`config.mk`:
```
export PLATFORM = sky130hd
export DESIGN_NAME = clz32_iter
export DESIGN_NICKNAME = d
export VERILOG_FILES = /design/src/rtl/clz_pkg.sv /design/src/rtl/clz_step.sv /design/src/rtl/is_zero32.sv /design/src/rtl/clz32_iter.sv
export SDC_FILE = /design/constraint.sdc
export NUM_CORES = 1
export LEC_CHECK = 0
export CORE_AREA = 2 2 123 113
export DETAILED_ROUTE_END_ITERATION = 6
export DIE_AREA = 0 0 125 115
export GPL_TIMING_DRIVEN = 0
export PLACE_DENSITY_LB_ADDON = 0.25
export SLEW_MARGIN = 10
export SYNTH_ARGS = -nofsm -noshare
export SYNTH_HDL_FRONTEND = slang
export SYNTH_HIERARCHICAL = 1
export SYNTH_SLANG_ARGS = --single-unit
```
`constraint.sdc`:
```
create_clock -name clk -period 4.1 [get_ports clk]
set_clock_uncertainty 0.15 [all_clocks]
set_input_delay 0.41 -clock clk [delete_from_list [all_inputs] [get_ports clk]]
set_output_delay 0.41 -clock clk [all_outputs]
set_load 0.005 [all_outputs]
```
`src/rtl/clz_pkg.sv`:
```
// Shared types and sizes for the iterative count-leading-zeros unit.
// Latency: n/a (declarations only).
// Backpressure: n/a.
package clz_pkg;

   localparam int CLZ_W     = 32;   // operand width
   localparam int CLZ_CW    = 6;    // count width, holds 0..32
   localparam int CLZ_STEPS = 5;    // halving steps: 16, 8, 4, 2, 1

   typedef enum logic [1:0] {
      IDLE   = 2'd0,
      SEARCH = 2'd1,
      DONE   = 2'd2
   } clz_state_t;

endpackage

```
`src/rtl/clz_step.sv`:
```
// One binary-search step: tests whether the top 2^step bits of the window are zero.
// Latency: combinational.
// Backpressure: none.
// Ports: window/step in; hit (top bits zero), window_nxt (window shifted past them), add (bits skipped).
module clz_step
   import clz_pkg::*;
(
   input  logic [CLZ_W-1:0]  window,
   input  logic [2:0]        step,
   output logic              hit,
   output logic [CLZ_W-1:0]  window_nxt,
   output logic [CLZ_CW-1:0] add
);

   logic [CLZ_W-1:0]  mask;
   logic [CLZ_CW-1:0] n;

   always_comb begin
      n    = '0;
      mask = '0;
      case (step)
         3'd4:    begin n = 6'd16; mask = 32'hFFFF_0000; end
         3'd3:    begin n = 6'd8;  mask = 32'hFF00_0000; end
         3'd2:    begin n = 6'd4;  mask = 32'hF000_0000; end
         3'd1:    begin n = 6'd2;  mask = 32'hC000_0000; end
         // step 0; codes 5..7 never occur
         default: begin n = 6'd1;  mask = 32'h8000_0000; end
      endcase
      hit        = (window & mask) == '0;
      add        = hit ? n : '0;
      window_nxt = hit ? (window << n) : window;
   end

endmodule

```
`src/rtl/is_zero32.sv`:
```
// All-zero detect on a 32-bit word; shared cell also used by the datapath zero flag.
// Latency: combinational.
// Backpressure: none.
// Ports: data (32-bit word in), zero (1 when data is all zeros).
module is_zero32 (
   input  logic [31:0] data,
   output logic        zero
);

   assign zero = ~|data;

endmodule

```
`src/rtl/clz32_iter.sv`:
```
// Iterative 32-bit count-leading-zeros, one halving step per clock, valid/ready on both sides.
// Latency: result valid 5 edges after accept (1 edge for a zero operand when ZERO_FAST=1).
// Backpressure: in_ready only in IDLE; result and outputs held in DONE until out_ready.
// Ports: clk, rst (sync, active-high); in_valid/in_ready/in_data operand side;
//        out_valid/out_ready/out_count/out_zero result side.
module clz32_iter
   import clz_pkg::*;
#(
   parameter bit ZERO_FAST = 1'b1
) (
   input  logic              clk,
   input  logic              rst,
   input  logic              in_valid,
   output logic              in_ready,
   input  logic [CLZ_W-1:0]  in_data,
   output logic              out_valid,
   input  logic              out_ready,
   output logic [CLZ_CW-1:0] out_count,
   output logic              out_zero
);

   clz_state_t        state, state_nxt;
   logic [CLZ_W-1:0]  window;
   logic [CLZ_CW-1:0] cnt;
   logic [2:0]        step;
   logic              zflag;

   logic              in_zero;
   logic              hit;
   logic [CLZ_W-1:0]  window_nxt;
   logic [CLZ_CW-1:0] add;

   is_zero32 u_zero (
      .data (in_data),
      .zero (in_zero)
   );

   clz_step u_step (
      .window     (window),
      .step       (step),
      .hit        (hit),
      .window_nxt (window_nxt),
      .add        (add)
   );

   assign in_ready = (state == IDLE);

   // A zero operand is flagged at accept; with ZERO_FAST the first search
   // cycle short-circuits straight to DONE, so the result appears one edge later.
   always_comb begin
      state_nxt = state;
      case (state)
         IDLE:    if (in_valid)                                state_nxt = SEARCH;
         SEARCH:  if ((ZERO_FAST && zflag) || step == 3'd0)    state_nxt = DONE;
         DONE:    if (out_ready)                               state_nxt = IDLE;
         default:                                              state_nxt = IDLE;
      endcase
   end

   always_ff @(posedge clk) begin
      if (rst) begin
         state     <= IDLE;
         window    <= '0;
         cnt       <= '0;
         step      <= '0;
         zflag     <= 1'b0;
         out_valid <= 1'b0;
         out_count <= '0;
         out_zero  <= 1'b0;
      end else begin
         state <= state_nxt;
         case (state)
            IDLE: begin
               if (in_valid) begin
                  window <= in_data;
                  cnt    <= '0;
                  step   <= 3'(CLZ_STEPS - 1);
                  zflag  <= in_zero;
               end
            end
            SEARCH: begin
               if (hit) begin
                  cnt    <= cnt + add;
                  window <= window_nxt;
               end
               if (state_nxt == DONE) begin
                  // add is zero on a miss, so cnt+add is the final count either way;
                  // a zero operand searches to 31 and is overridden to 32 here.
                  out_valid <= 1'b1;
                  out_zero  <= zflag;
                  out_count <= zflag ? 6'd32 : (cnt + add);
               end else begin
                  step <= step - 3'd1;
               end
            end
            DONE: begin
               if (out_ready) out_valid <= 1'b0;
            end
            default: ;
         endcase
      end
   end

endmodule

```
---- Word-level counts from Yosys, hierarchy flattened ----
Index checks and enable logic that the tools add are counted.
word-level totals
  register bits after elaboration ......... 52
  input port bits ......................... 36
  output and inout bits ................... 9
cells by class
  add/subtract/negate cells ............... 2
  equal/unequal tests ..................... 12
  shift operators ......................... 1
  multiplexer cells ....................... 20
  bitwise gates (word level) .............. 1
  reductions and logical operators ........ 13
operators with widths
  kind                  count
  $pmux W31 S4          1
  $mux W32              2
  $pmux W32 S2          1
  $and A32 B32 Y32      1
  $logic_not A32 Y1     1
  $reduce_or A32 Y1     1
  $shl A32 B5 Y32       1
  $pmux W5 S4           1
  $mux W6               3
  $pmux W6 S2           1
  $ne A2 B2 Y1 const B  5
  $reduce_and A3 Y1     3
  $add A6 B6 Y6         1
  $eq A3 B2 Y1 const B  2
  $mux W2               3
  $mux W3               2
  $pmux W2 S3           1
  $pmux W3 S2           1
  $mux W5               1
  $eq A2 B2 Y1 const B  2
  $reduce_and A2 Y1     2
  $reduce_bool A2 Y1    2
  $eq A3 B1 Y1 const B  1
  $eq A3 B3 Y1 const B  1
  other kinds (8)       9

---- Logic depth before layout (Yosys ltp) ----
  depth in word-level cells ............... 8
  depth in mapped cells ................... 16
  mapped depth without buffers ............ 13

---- Hierarchy ----
Netlist, hierarchy kept.
modules (own cells, without submodules)
  module      times used  cells each  area an instance (sq um)
  clz32_iter  1           259         2528.7
  clz_step    1           315         2044.5
  is_zero32   1           11          72.6

---- Least setup slack after synthesis ----
No wires, ideal clock.
  kind .................................... reg-to-reg
  start ................................... register window[25]
  end ..................................... register out_count[4]
  library setup time ...................... 0.062 ns
  data arrival time ....................... 2.954 ns
  data required time ...................... 3.888 ns
  path slack .............................. 0.934 ns
  cell stages (with the launch flop) ...... 17
  path buffers ............................ 3
  period minus slack after synthesis ...... 3.166 ns
  path through ............................ dfxtp_1 > buf_6 > nor4_4 > o21bai_1 > or3_1 > buf_6 > inv_2 > buf_6 > and2_1 > ha_1 > inv_1 > fa_1 > inv_1 > a21o_1 > a21oi_1 > or4b_1 > nand3_1
between the ends
  word-level cells in the longest chain between the ends .. 5
RTL lines
  element                   line              source
  start: declaration        clz32_iter.sv:23  logic [CLZ_W-1:0] window;
  start signal: assignment  clz32_iter.sv:75  window <= in_data;
  start signal: assignment  clz32_iter.sv:84  window <= window_nxt;
  $and A32 B32 Y32          clz_step.sv:29    hit = (window & mask) == '0;
  $logic_not A32 Y1         clz_step.sv:29
  via hit                   clz32_iter.sv:29  logic hit;
  $mux W5                   clz_step.sv:30    add = hit ? n : '0;
  via add[0]                clz32_iter.sv:31  logic [CLZ_CW-1:0] add;
  $add A6 B6 Y6             clz32_iter.sv:91  out_count <= zflag ? 6'd32 : (cnt + add);
  $mux W6                   clz32_iter.sv:91
  end signal: assignment    clz32_iter.sv:91
  end: declaration          clz32_iter.sv:18  output logic [CLZ_CW-1:0] out_count,
The timed path passes the listed nets, and every way through them passes these cells.
A chain may end at the register's enable or synchronous reset.

---- Worst setup path after layout ----
  start ................................... register step[2]
  end ..................................... register out_count[4]
between the ends
  word-level cells in the longest chain between the ends .. 7
  elaborated cells on any way between the ends .. 17
  classes of those cells .................. add/sub: 1; eq/ne: 5; mux: 6; bitwise: 1; reduce/logical: 4
RTL lines
  element                               line              source
  start: declaration                    clz32_iter.sv:25  logic [2:0] step;
  start signal: assignment              clz32_iter.sv:77  step <= 3'(CLZ_STEPS - 1);
  start signal: assignment              clz32_iter.sv:93  step <= step - 3'd1;
  $eq A3 B1 Y1 (tied with other cells)  clz_step.sv:21    case (step)
  $pmux W31 S4                          clz_step.sv:21
  $and A32 B32 Y32                      clz_step.sv:29
  $logic_not A32 Y1                     clz_step.sv:29
  $mux W5 *                             clz_step.sv:30
  via add[0]                            clz32_iter.sv:31
  $add A6 B6 Y6 *                       clz32_iter.sv:91
  $mux W6 *                             clz32_iter.sv:91
Mark *: on every way through the listed nets, which the timed path passes. The rest lies on a longest branch.

==> flow_summary.json <==
{
  "ff2ff_setup_slack_ps": 280,
  "outcome": "complete, no violations",
  "cpPeakStageDelay_ps": 860,
  "dr.pass1.iters": 5,
  "ys_async_sr_fraction": 0,
  "io_pins": 45,
  "syn_nets": 629,
  "fin_crit_ps": 3820,
  "synth_top_area_frac": 0.224,
  "cts_setup_buffers": 0,
  "synth_area_mm2": 0.00465,
  "whs_path_depth": 2,
  "endpoint_kind": "flip-flop",
  "vias": 5015,
  "seq_power_share": 0.319,
  "clockBufferDepth": 2,
  "syn_to_final_growth_pct": 17.2,
  "drc": 0,
  "ys_seq_area_frac": 0.224,
  "min_from": "cnt[0]",
  "p_comb_frac": 0.467,
  "fill_cells": 1354,
  "ys_warn_count": 6,
  "hold_class": "reg -> reg",
  "max_freq_mhz": 262,
  "max-vdd-ir-drop_uv": 226,
  "switching_share": 0.444,
  "r2r_end": "out_count[4]",
  "synth_cell_types": 74,
  "finalMaxSlewViolations": 0,
  "diodes": 0,
  "synthCells": 585,
  "clk_latency_ps": 320,
  "yosysTopAreaCell": "dfxtp_1",
  "multi_input_area_mm2": 0.00322,
  "setup-violations-final": 0,
  "hold_viol_final": 0,
  "ctsHtreeMaxLevel": 2,
  "numCtsBuffers": 5,
  "clockPowerShare": 0.214,
  "worst-path-max-fanout": 10,
  "startpoint_type": "flip-flop",
  "startpoint": "step[2]",
  "track_usage": 0.272,
  "worstHoldEndpoint": "cnt[0]",
  "power.switching_w": 0.000954,
  "worst_slew_pin_slew_ps": 1020,
  "fin_crit_sh": 0.933,
  "routedWlPerCell_um": 24.2,
  "maxCapViolations": 0,
  "grt_pass1_vias": 5016,
  "fp.dieW_um": 125,
  "root_buffer": "clkbuf_16",
  "synth_edf_count": 0,
  "r2r_start": "step[2]",
  "crit_slowest_cell": "xnor2_1",
  "grt_pass1_wl_um": 29800,
  "post-dp-hpwl_um": 13900,
  "drtIter0Drc": 560,
  "rsz0062_at_grt": "no",
  "gr-total-overflow": 0,
  "power_leakage_nw": 1.85,
  "register_area_mm2": 0.00104,
  "cts.repair.resized": 0,
  "gp_congestion": 0.985,
  "viasPerCell": 6.23,
  "power_density_mw_per_mm2": 394,
  "final_common_cell": "nor2_1",
  "path_clk_slew_ps": 80,
  "worstPathRequired_ps": 4210,
  "ys_top_cells_by_area": "dfxtp_1 22%, mux2i_1 9.3%, nor2_1 6.1%",
  "die_y_um": 115,
  "reg2reg_depth": 12,
  "final_area_mm2": 0.00544,
  "grt_max_degree": 18,
  "rows": 40,
  "start_util": 0.354,
  "wirelength_um": 19500,
  "arrival_ps": 3930,
  "timing.slew.headroom": 0.317,
  "place_area_mm2": 0.00530,
  "setup_tns_ps": 0,
  "cts_sinks": 52,
  "crit_type": "reg -> reg",
  "cts_tree": "yes",
  "hold_buffers": 0,
  "fp.coreArea_mm2": 0.0131,
  "drive_gt1_frac": 0.127,
  "antenna_found_initial": 0,
  "avgSynthCellArea_um2": 7.94,
  "final_cell_mix": "75 x nor2_1, 52 x nand2_1, 52 x dfxtp_1",
  "critPathMostFrequentCell": "inv_1",
  "path_cells": "buf_2 > clkinv_1 > xnor2_1 > and2_1 > ha_1 > inv_1 > fa_1 > inv_1 > a21o_1 > a21oi_1 > or4b_1 > nand3_1",
  "dieArea_mm2": 0.0144,
  "port_buffers": 44,
  "final_nets": 680,
  "antenna_left": 0,
  "yosys_most_used_dff": "dfxtp_1",
  "synth_seq_cells": 52,
  "internal_power_w": 0.00119
}
==> cells by family after synthesis <==
group,count (synthesis),share of synthesized area
buf+inv,75,0.0827
other cells,1,0.000807
mux,58,0.158
compound gates,186,0.293
fa+ha+maj,8,0.0232
xor+xnor,4,0.00754
simple gates,201,0.211
flops,52,0.224
==> final cells by class <==
type | count | share of cell area
multi-input combinational | 458 | 0.592
clock inverter | 3 | 0.00414
timing repair buffer | 44 | 0.0809
sequential | 52 | 0.191
inverter | 18 | 0.0124
tap | 168 | 0.0386
clock buffer | 5 | 0.0230
buffer | 57 | 0.0581
==> per-stage QoR <==
step | worst slack [ps] | total power, W | util | cells | hold slack [ps]
2_1_floorplan | 934 | 0.00132 | - | 585 | 286
3_3_place_gp | 409 | 0.00166 | 0.404 | 797 | 295
3_5_place_dp | 383 | 0.00167 | 0.404 | 797 | 303
4_1_cts | 351 | 0.00214 | 0.415 | 805 | 314
5_1_grt | 171 | 0.00226 | 0.415 | 805 | 352
6_report | 276 | 0.00215 | 0.415 | 805 | 315
==> worst max-delay path by stage <==
stage / cells past startpoint / end
floorplan: 16 / out_count[4]
global placement: 14 / out_count[4]
detailed placement: 14 / out_count[4]
CTS: 14 / out_count[4]
global route: 14 / out_count[4]
finish: 12 / out_count[4]
==> routing by layer <==
metal	vias up	track usage	part of all wire
met4	0	0.128	0.039
li1	2304	-	-
met3	52	0.0591	0.089
met5	-	0	0
met1	2421	0.348	0.42
met2	238	0.441	0.45
==> synth_stat cells, types with 12 or more instances <==
master    instances
mux4_2           12
inv_1            16
nand2_1          52
clkbuf_1         20
buf_2            18
a31oi_1          12
mux2i_1          43
a211oi_2         15
o21ai_0          41
dfxtp_1          52
a21oi_1          23
nor2_1           75
a211oi_1         22
==> registers in the layout, summed over array words and instances (netlist names) <==
signal and cells:
cnt 6, step 3, out_count 6, zflag 1
out_zero 1, window 32, state 2, out_valid 1
==> power by group through the flow <==
stage          registers [W]  logic, W  clock network, W
6_report            0.000684   0.00100          0.000458
5_1_grt             0.000691   0.00108          0.000490
4_1_cts             0.000678  0.000986          0.000472
3_5_place_dp        0.000691  0.000981                 0
3_3_place_gp        0.000690  0.000973                 0
2_1_floorplan       0.000640  0.000681                 0
==> critical path: cells and delay by family (launching register included) <==
| kind | cells | cell delay, ps |
|---|---|---|
| adders and majority gates | 2 | 600 |
| buffers and inverters | 4 | 770 |
| and+or+nand+nor | 3 | 810 |
| xor gates and xnor gates | 1 | 860 |
| AOI/OAI and AO/OA | 2 | 210 |
| DFF | 1 | 360 |
Power figures use the tool's default switching activity.
==> variant 1: new RTL, same flow settings <==
Re-encode `clz_state_t` (3 states) as one-hot, 3 bits wide.
--- a/src/rtl/clz_pkg.sv
+++ b/src/rtl/clz_pkg.sv
@@ -8,8 +8,8 @@
    localparam int CLZ_STEPS = 5;    // halving steps: 16, 8, 4, 2, 1
 
-   typedef enum logic [1:0] {
-      IDLE   = 2'd0,
-      SEARCH = 2'd1,
-      DONE   = 2'd2
+   typedef enum logic [2:0] {
+      IDLE   = 3'b001,
+      SEARCH = 3'b010,
+      DONE   = 3'b100
    } clz_state_t;
 
Behaviour: same outputs for any inputs over 10 cycles, from zero or initial values and one cycle with rst high; not proved beyond that.
==> variant 1 against the unedited design <==
Final cell count fell by 0.87%. Sequential power down 6.4%. Sequential cell count grew 1. Global-route usage down 2.4 points. Wire length down 9.1%. Final area is 0.21% higher. Power decreased by 15%. Utilization grew 0.086 points. Combinational power decreased by 33%. Via count is 1.1% higher. Setup slack better by 0.052 ns. Critical endpoint is now out_count[5]. Hold slack got worse by 0.0032 ns. Highest routed layer unchanged. Synthesized area shrank 0.13%.
==> variant 1: results (changes against the unedited design) <==
| Metric | Value |
|---|---|
| Status | finished clean (unchanged) |
| Slew margin rel. | 0.208 (was 0.317) |
| Pre-Repair DR Iteration Count | 6 (was 5) |
| Seq/Total Area, Yosys | 0.229 (was 0.224) |
| Max FO, Critical Path | 10 (unchanged) |
| Final #Nets | 673 (was 680) |
| Total Routing Usage GR | 0.247 (was 0.272) |
| Worst reg2reg path depth | 13 (was 12) |
| Lkg Pwr | 1.80 nW (was 1.85 nW) |
| Clk_lat worst skew | 0.31 ns |
| DP Wirelength | 13.0 mm (was 13.9 mm) |
| Synth area leaders | dfxtp_1 23%, mux2i_1 9.1%, nor2_1 6.1% (was dfxtp_1 22%, mux2i_1 9.3%, nor2_1 6.1%) |
| Initial DRC Count | 523 (was 560) |
| Share of cells above drive strength 1 | 0.135 (was 0.127) |
| Largest regs | window (32), cnt (6), out_count (6) (unchanged) |
| Clock root cell | clkbuf_16 (unchanged) |
| Antenna Cells | 0 (unchanged) |
| Cts repair resizes | 0 (unchanged) |
| Hold path cells | 2 (unchanged) |
| Port buffer count | 43 (was 44) |
| VDD IR max | 0.217 mV (was 0.226 mV) |
| Clock slew at reported path FFs | 0.08 ns (about the same) |
| Gpl congestion | 0.983 (was 0.985) |
| Htree depth | 2 (unchanged) |
| Hold WC Path Type | flop to flop (unchanged) |
| Top post-synthesis cells by count | 76 x nor2_1, 53 x dfxtp_1, 53 x nand2_1 (was 75 x nor2_1, 52 x dfxtp_1, 52 x nand2_1) |
| Yosys warnings | 6 (unchanged) |
| Largest register FFs | 32 (unchanged) |
| Crit path DAT | 3.85 ns (was 3.93 ns) |
| Synth cell types | 71 (was 74) |
| Post-CTS Setup Inserts | 0 (unchanged) |
| Int Pwr | 1.12 mW (was 1.19 mW) |
| Pin count of the biggest net entering global routing | 19 (was 18) |
| Routed via count | 5069 (was 5015) |
| Initial antenna violation count | 0 (unchanged) |
| Dpl ws | 0.441 ns (was 0.383 ns) |
| Number of global-route vias before repair | 4803 (was 5016) |
| Async SR Flop Fraction | 0 (unchanged) |
| CTS max path bufs | 2 (unchanged) |
| CTS buffer count | 5 (unchanged) |
| WL final | 17.7 mm (was 19.5 mm) |
| First-pass GRT wire length | 27.8 mm (was 29.8 mm) |
| Syn nets | 623 (was 629) |
variant 1: cell types whose count changed in the layout (fill, tap and decap cells not counted), moves of 3 or more:
cell	delta
nand3b_1	-3
a211oi_2	+5
inv_1	-4
a211oi_1	-6
buf_4	+3
variant 1: final timing paths:
check	from	slack, ns	endpoint
setup / recovery	step[1]	0.33	out_count[5]
hold / removal	out_count[2]	0.31	out_count[2]
setup reg to reg	step[1]	0.33	out_count[5]
hold reg to reg	out_count[2]	0.31	out_count[2]
variant 1: kinds of logic (layout without fill, tap and decap cells):
group	after synthesis	count (layout)	synth area share
simple gates	192	192	0.198
compound gates	189	189	0.302
buf+inv	73	124	0.0801
mux	57	57	0.156
flops	53	53	0.229
fa+ha+maj	8	8	0.0232
xor+xnor	6	6	0.0113
other cells	1	1	0.000808
variant 1: cell type report:
cell class                      count  area, um^2
Clock buffer                        5         125
Inverter                           14        52.6
Fill cell                        1360        7660
Multi-Input combinational cell    453        3210
Buffer                             59         319
Tap cell                          168         210
Clock inverter                      3        50.0
Timing Repair Buffer               43         430
Sequential cell                    53        1060
variant 1: power groups by stage:
| stage | combinational (mW) | sequential [mW] | clock (mW) |
|---|---|---|---|
| floorplan | 0.453 | 0.611 | 0 |
| global placement | 0.647 | 0.646 | 0 |
| global route | 0.720 | 0.642 | 0.553 |
| finish | 0.672 | 0.640 | 0.518 |
| CTS | 0.653 | 0.633 | 0.529 |
| detailed placement | 0.650 | 0.645 | 0 |
variant 1: layer usage:
metal  track usage  vias to the layer above  share of wire
met5             0                        -              0
met1         0.360                     2460           0.46
met3        0.0396                       41          0.090
met4        0.0956                        0          0.031
met2         0.367                      300           0.42
li1              -                     2268              -
variant 1: through the flow:
stage                     hold slack (ns)  utilization  instances  cell area, um^2  power (mW)
after floorplan                     0.298            -        579             4640        1.06
after global placement              0.300        0.403        790             5280        1.29
after detailed placement            0.305        0.403        790             5280        1.30
after CTS                           0.316        0.416        798             5460        1.82
after global routing                0.339        0.416        798             5460        1.92
final                               0.312        0.416        798             5460        1.83
variant 1: critical path: stages, from the launching register on:
cell and delay [ns]:
dfxtp_1 0.49, or3b_1 0.16, clkbuf_1 0.36, a31oi_1 0.09, or3_1 0.34, buf_6 0.15, buf_2 0.21, nor3_1 0.48
ha_1 0.36, a211oi_1 0.21, o21bai_1 0.10, a21oi_1 0.20, xnor2_1 0.12, a221oi_1 0.24
==> variant 2: new RTL, config.mk and constraints unchanged <==
Without the edit above. `CLZ_CW`: 6 -> 8.
--- a/src/rtl/clz_pkg.sv
+++ b/src/rtl/clz_pkg.sv
@@ -5,5 +5,5 @@
 
    localparam int CLZ_W     = 32;   // operand width
-   localparam int CLZ_CW    = 6;    // count width, holds 0..32
+   localparam int CLZ_CW    = 8;    // count width, holds 0..32
    localparam int CLZ_STEPS = 5;    // halving steps: 16, 8, 4, 2, 1
 
Interface: changed (resized out_count); port bits go from 45 to 47. No check against the original RTL was run, so the function may have changed too.
==> variant 2 against the unedited design <==
Setup slack worse by 0.14 ns. Synthesized area rose by 3.2%. Sequential cell count grew 4. Final area is 3.4% higher. Sequential share of layout area up 0.80 points. Wire length decreased by 4.4%. Final cell count up 9.1%. Power up 2.5%. Largest cell class unchanged.
==> variant 2: results (changes against the unedited design) <==
| Metric | Value |
|---|---|
| Port buffer count | 46 (was 44) |
| Synth Area in XOR/XNOR | 0.0128 (was 0.00754) |
| Crit path to | out_count[6] (was out_count[4]) |
| Pre-Repair DR Iteration Count | 5 (unchanged) |
| Crit path DAT | 4.01 ns (was 3.93 ns) |
| Pin count of the biggest net entering global routing | 18 (unchanged) |
| Synth Area in Adders | 0.0277 (was 0.0232) |
| Share of cells above drive strength 1 | 0.115 (was 0.127) |
| Largest stage delay on the critical path | 0.43 ns (was 0.86 ns) |
| CTS max path bufs | 2 (unchanged) |
| Post-synthesis compound-gate area fraction | 0.303 (was 0.293) |
| Max FO, Critical Path | 15 (was 10) |
| Lkg Pwr | 2.00 nW (was 1.85 nW) |
| Top post-synthesis cells by count | 118 x nand2_1, 83 x nor2_1, 56 x dfxtp_1 (was 75 x nor2_1, 52 x dfxtp_1, 52 x nand2_1) |
| DP Wirelength | 13.9 mm (about the same) |
| Clock slew at reported path FFs | 0.07 ns |
| Dpl ws | 0.108 ns (was 0.383 ns) |
| Total Routing Usage GR | 0.257 (was 0.272) |
| Clk_lat worst skew | 0.30 ns (was 0.32 ns) |
| Synth area leaders | dfxtp_1 23%, nand2_1 9.2%, nor2_1 6.5% (was dfxtp_1 22%, mux2i_1 9.3%, nor2_1 6.1%) |
| Worst path slowest cell | fa_1 (was xnor2_1) |
| Yosys warnings | 6 (unchanged) |
| Commonest non-fill, non-tap cell in the layout | nand2_1 (was nor2_1) |
| Fill cells | 1367 (was 1354) |
| FF-to-FF setup slack | 0.14 ns (was 0.28 ns) |
| Seq/Total Area, Yosys | 0.234 (was 0.224) |
| Post-CTS Setup Inserts | 0 (unchanged) |
| CP top delay family | compound AO/OA/AOI/OAI gates (was XOR/XNOR gates) |
| Slew @ Worst Pin | 1.10 ns (was 1.02 ns) |
| Initial antenna violation count | 0 (unchanged) |
| Status | finished clean (unchanged) |
| WL final | 18.6 mm (was 19.5 mm) |
| Final #Nets | 755 (was 680) |
| Worst reg2reg path depth | 15 (was 12) |
| Setup CP Type | flop to flop (unchanged) |
| Initial DRC Count | 648 (was 560) |
| Reg2reg start | step[2] (unchanged) |
| Antenna Cells | 0 (unchanged) |
| Number of global-route vias before repair | 5356 (was 5016) |
| VDD IR max | 0.246 mV (was 0.226 mV) |
| Async SR Flop Fraction | 0 (unchanged) |
| Hold WC Path Type | flop to flop (unchanged) |
| Period utilisation layout | 0.966 (was 0.933) |
| Net Sw Frac | 0.433 (was 0.444) |
| Fraction of synthesized area in multiplexers | 0.0843 (was 0.158) |
| Synth cell types | 76 (was 74) |
| Gpl congestion | 0.994 (was 0.985) |
| Via/cell ratio | 6.25 (was 6.23) |
| First-pass GRT wire length | 29.6 mm (was 29.8 mm) |
| Largest regs | window (32), cnt (8), out_count (8) (was window (32), cnt (6), out_count (6)) |
| Cts repair resizes | 0 (unchanged) |
## variant 2: cell count changes in the layout (fill, tap and decap cells not counted), sizes merged, moves of 4 or more
| cell | unedited run | this run |
|---|---|---|
| inv | 18 | 13 |
| a211oi | 37 | 6 |
| nor2 | 76 | 84 |
| a21oi | 23 | 30 |
| nand3b | 6 | 2 |
| a311oi | 0 | 33 |
| dfxtp | 52 | 56 |
| mux2i | 43 | 10 |
| buf | 36 | 47 |
| nand2 | 54 | 118 |
| xnor2 | 2 | 6 |
## variant 2: worst min path at each step
stage               startpoint      to  slack [ns]  cells past startpoint
floorplan               cnt[0]  cnt[0]        0.29                      2
global placement        cnt[0]  cnt[0]        0.29                      2
detailed placement      cnt[0]  cnt[0]        0.31                      2
CTS                     cnt[0]  cnt[0]        0.32                      2
global route            cnt[0]  cnt[0]        0.33                      2
finish                  cnt[0]  cnt[0]        0.31                      2
## variant 2: cell type report
class | count | area [um^2] | area share
multi-input combinational | 518 | 3280 | 0.583
sequential | 56 | 1120 | 0.199
timing repair buffer | 46 | 460 | 0.0818
buffer | 68 | 348 | 0.0618
tap | 168 | 210 | 0.0373
clock buffer | 6 | 139 | 0.0247
inverter | 14 | 52.6 | 0.00934
clock inverter | 2 | 15.0 | 0.00267
## variant 2: worst register-to-register path, stage by stage (launching register included)
cell and delay (ns):
dfxtp_1 0.36, buf_2 0.25, clkinv_1 0.31, a211oi_2 0.38
or3_1 0.18, buf_6 0.16, inv_2 0.05, buf_6 0.16
and2_1 0.15, ha_1 0.23, fa_1 0.43, a21o_1 0.19
a311o_1 0.37, a21oi_2 0.16, xnor2_1 0.12, a22o_1 0.21
## variant 2: kinds of logic (layout without fill, tap and decap cells)
family,count (synthesis),count (layout)
simple gates,271,271
compound gates,202,202
buf+inv,83,136
flops,56,56
mux,25,25
fa+ha+maj,10,10
xor+xnor,7,7
other cells,1,3
## variant 2: power by group through the flow
stage / Combinational, mW / Sequential [mW] / Clock [mW]
6_report: 1.02 / 0.729 / 0.453
5_1_grt: 1.10 / 0.734 / 0.481
4_1_cts: 0.988 / 0.721 / 0.461
3_5_place_dp: 0.983 / 0.734 / 0
3_3_place_gp: 0.982 / 0.731 / 0
2_1_floorplan: 0.691 / 0.683 / 0
## variant 2: through the flow
stage | total power [mW] | util | instance area [um^2] | cells
6_report | 2.20 | 0.429 | 5630 | 878
2_1_floorplan | 1.37 | - | 4800 | 657
5_1_grt | 2.31 | 0.429 | 5630 | 878
3_5_place_dp | 1.72 | 0.417 | 5470 | 871
3_3_place_gp | 1.71 | 0.417 | 5470 | 871
4_1_cts | 2.17 | 0.429 | 5630 | 879
## variant 2: per-layer routing
metal,share of wire,vias up,global-route usage
li1,-,2529,-
met1,0.42,2589,0.342
met2,0.46,317,0.427
met3,0.091,53,0.0447
met4,0.029,0,0.0867
met5,0,-,0
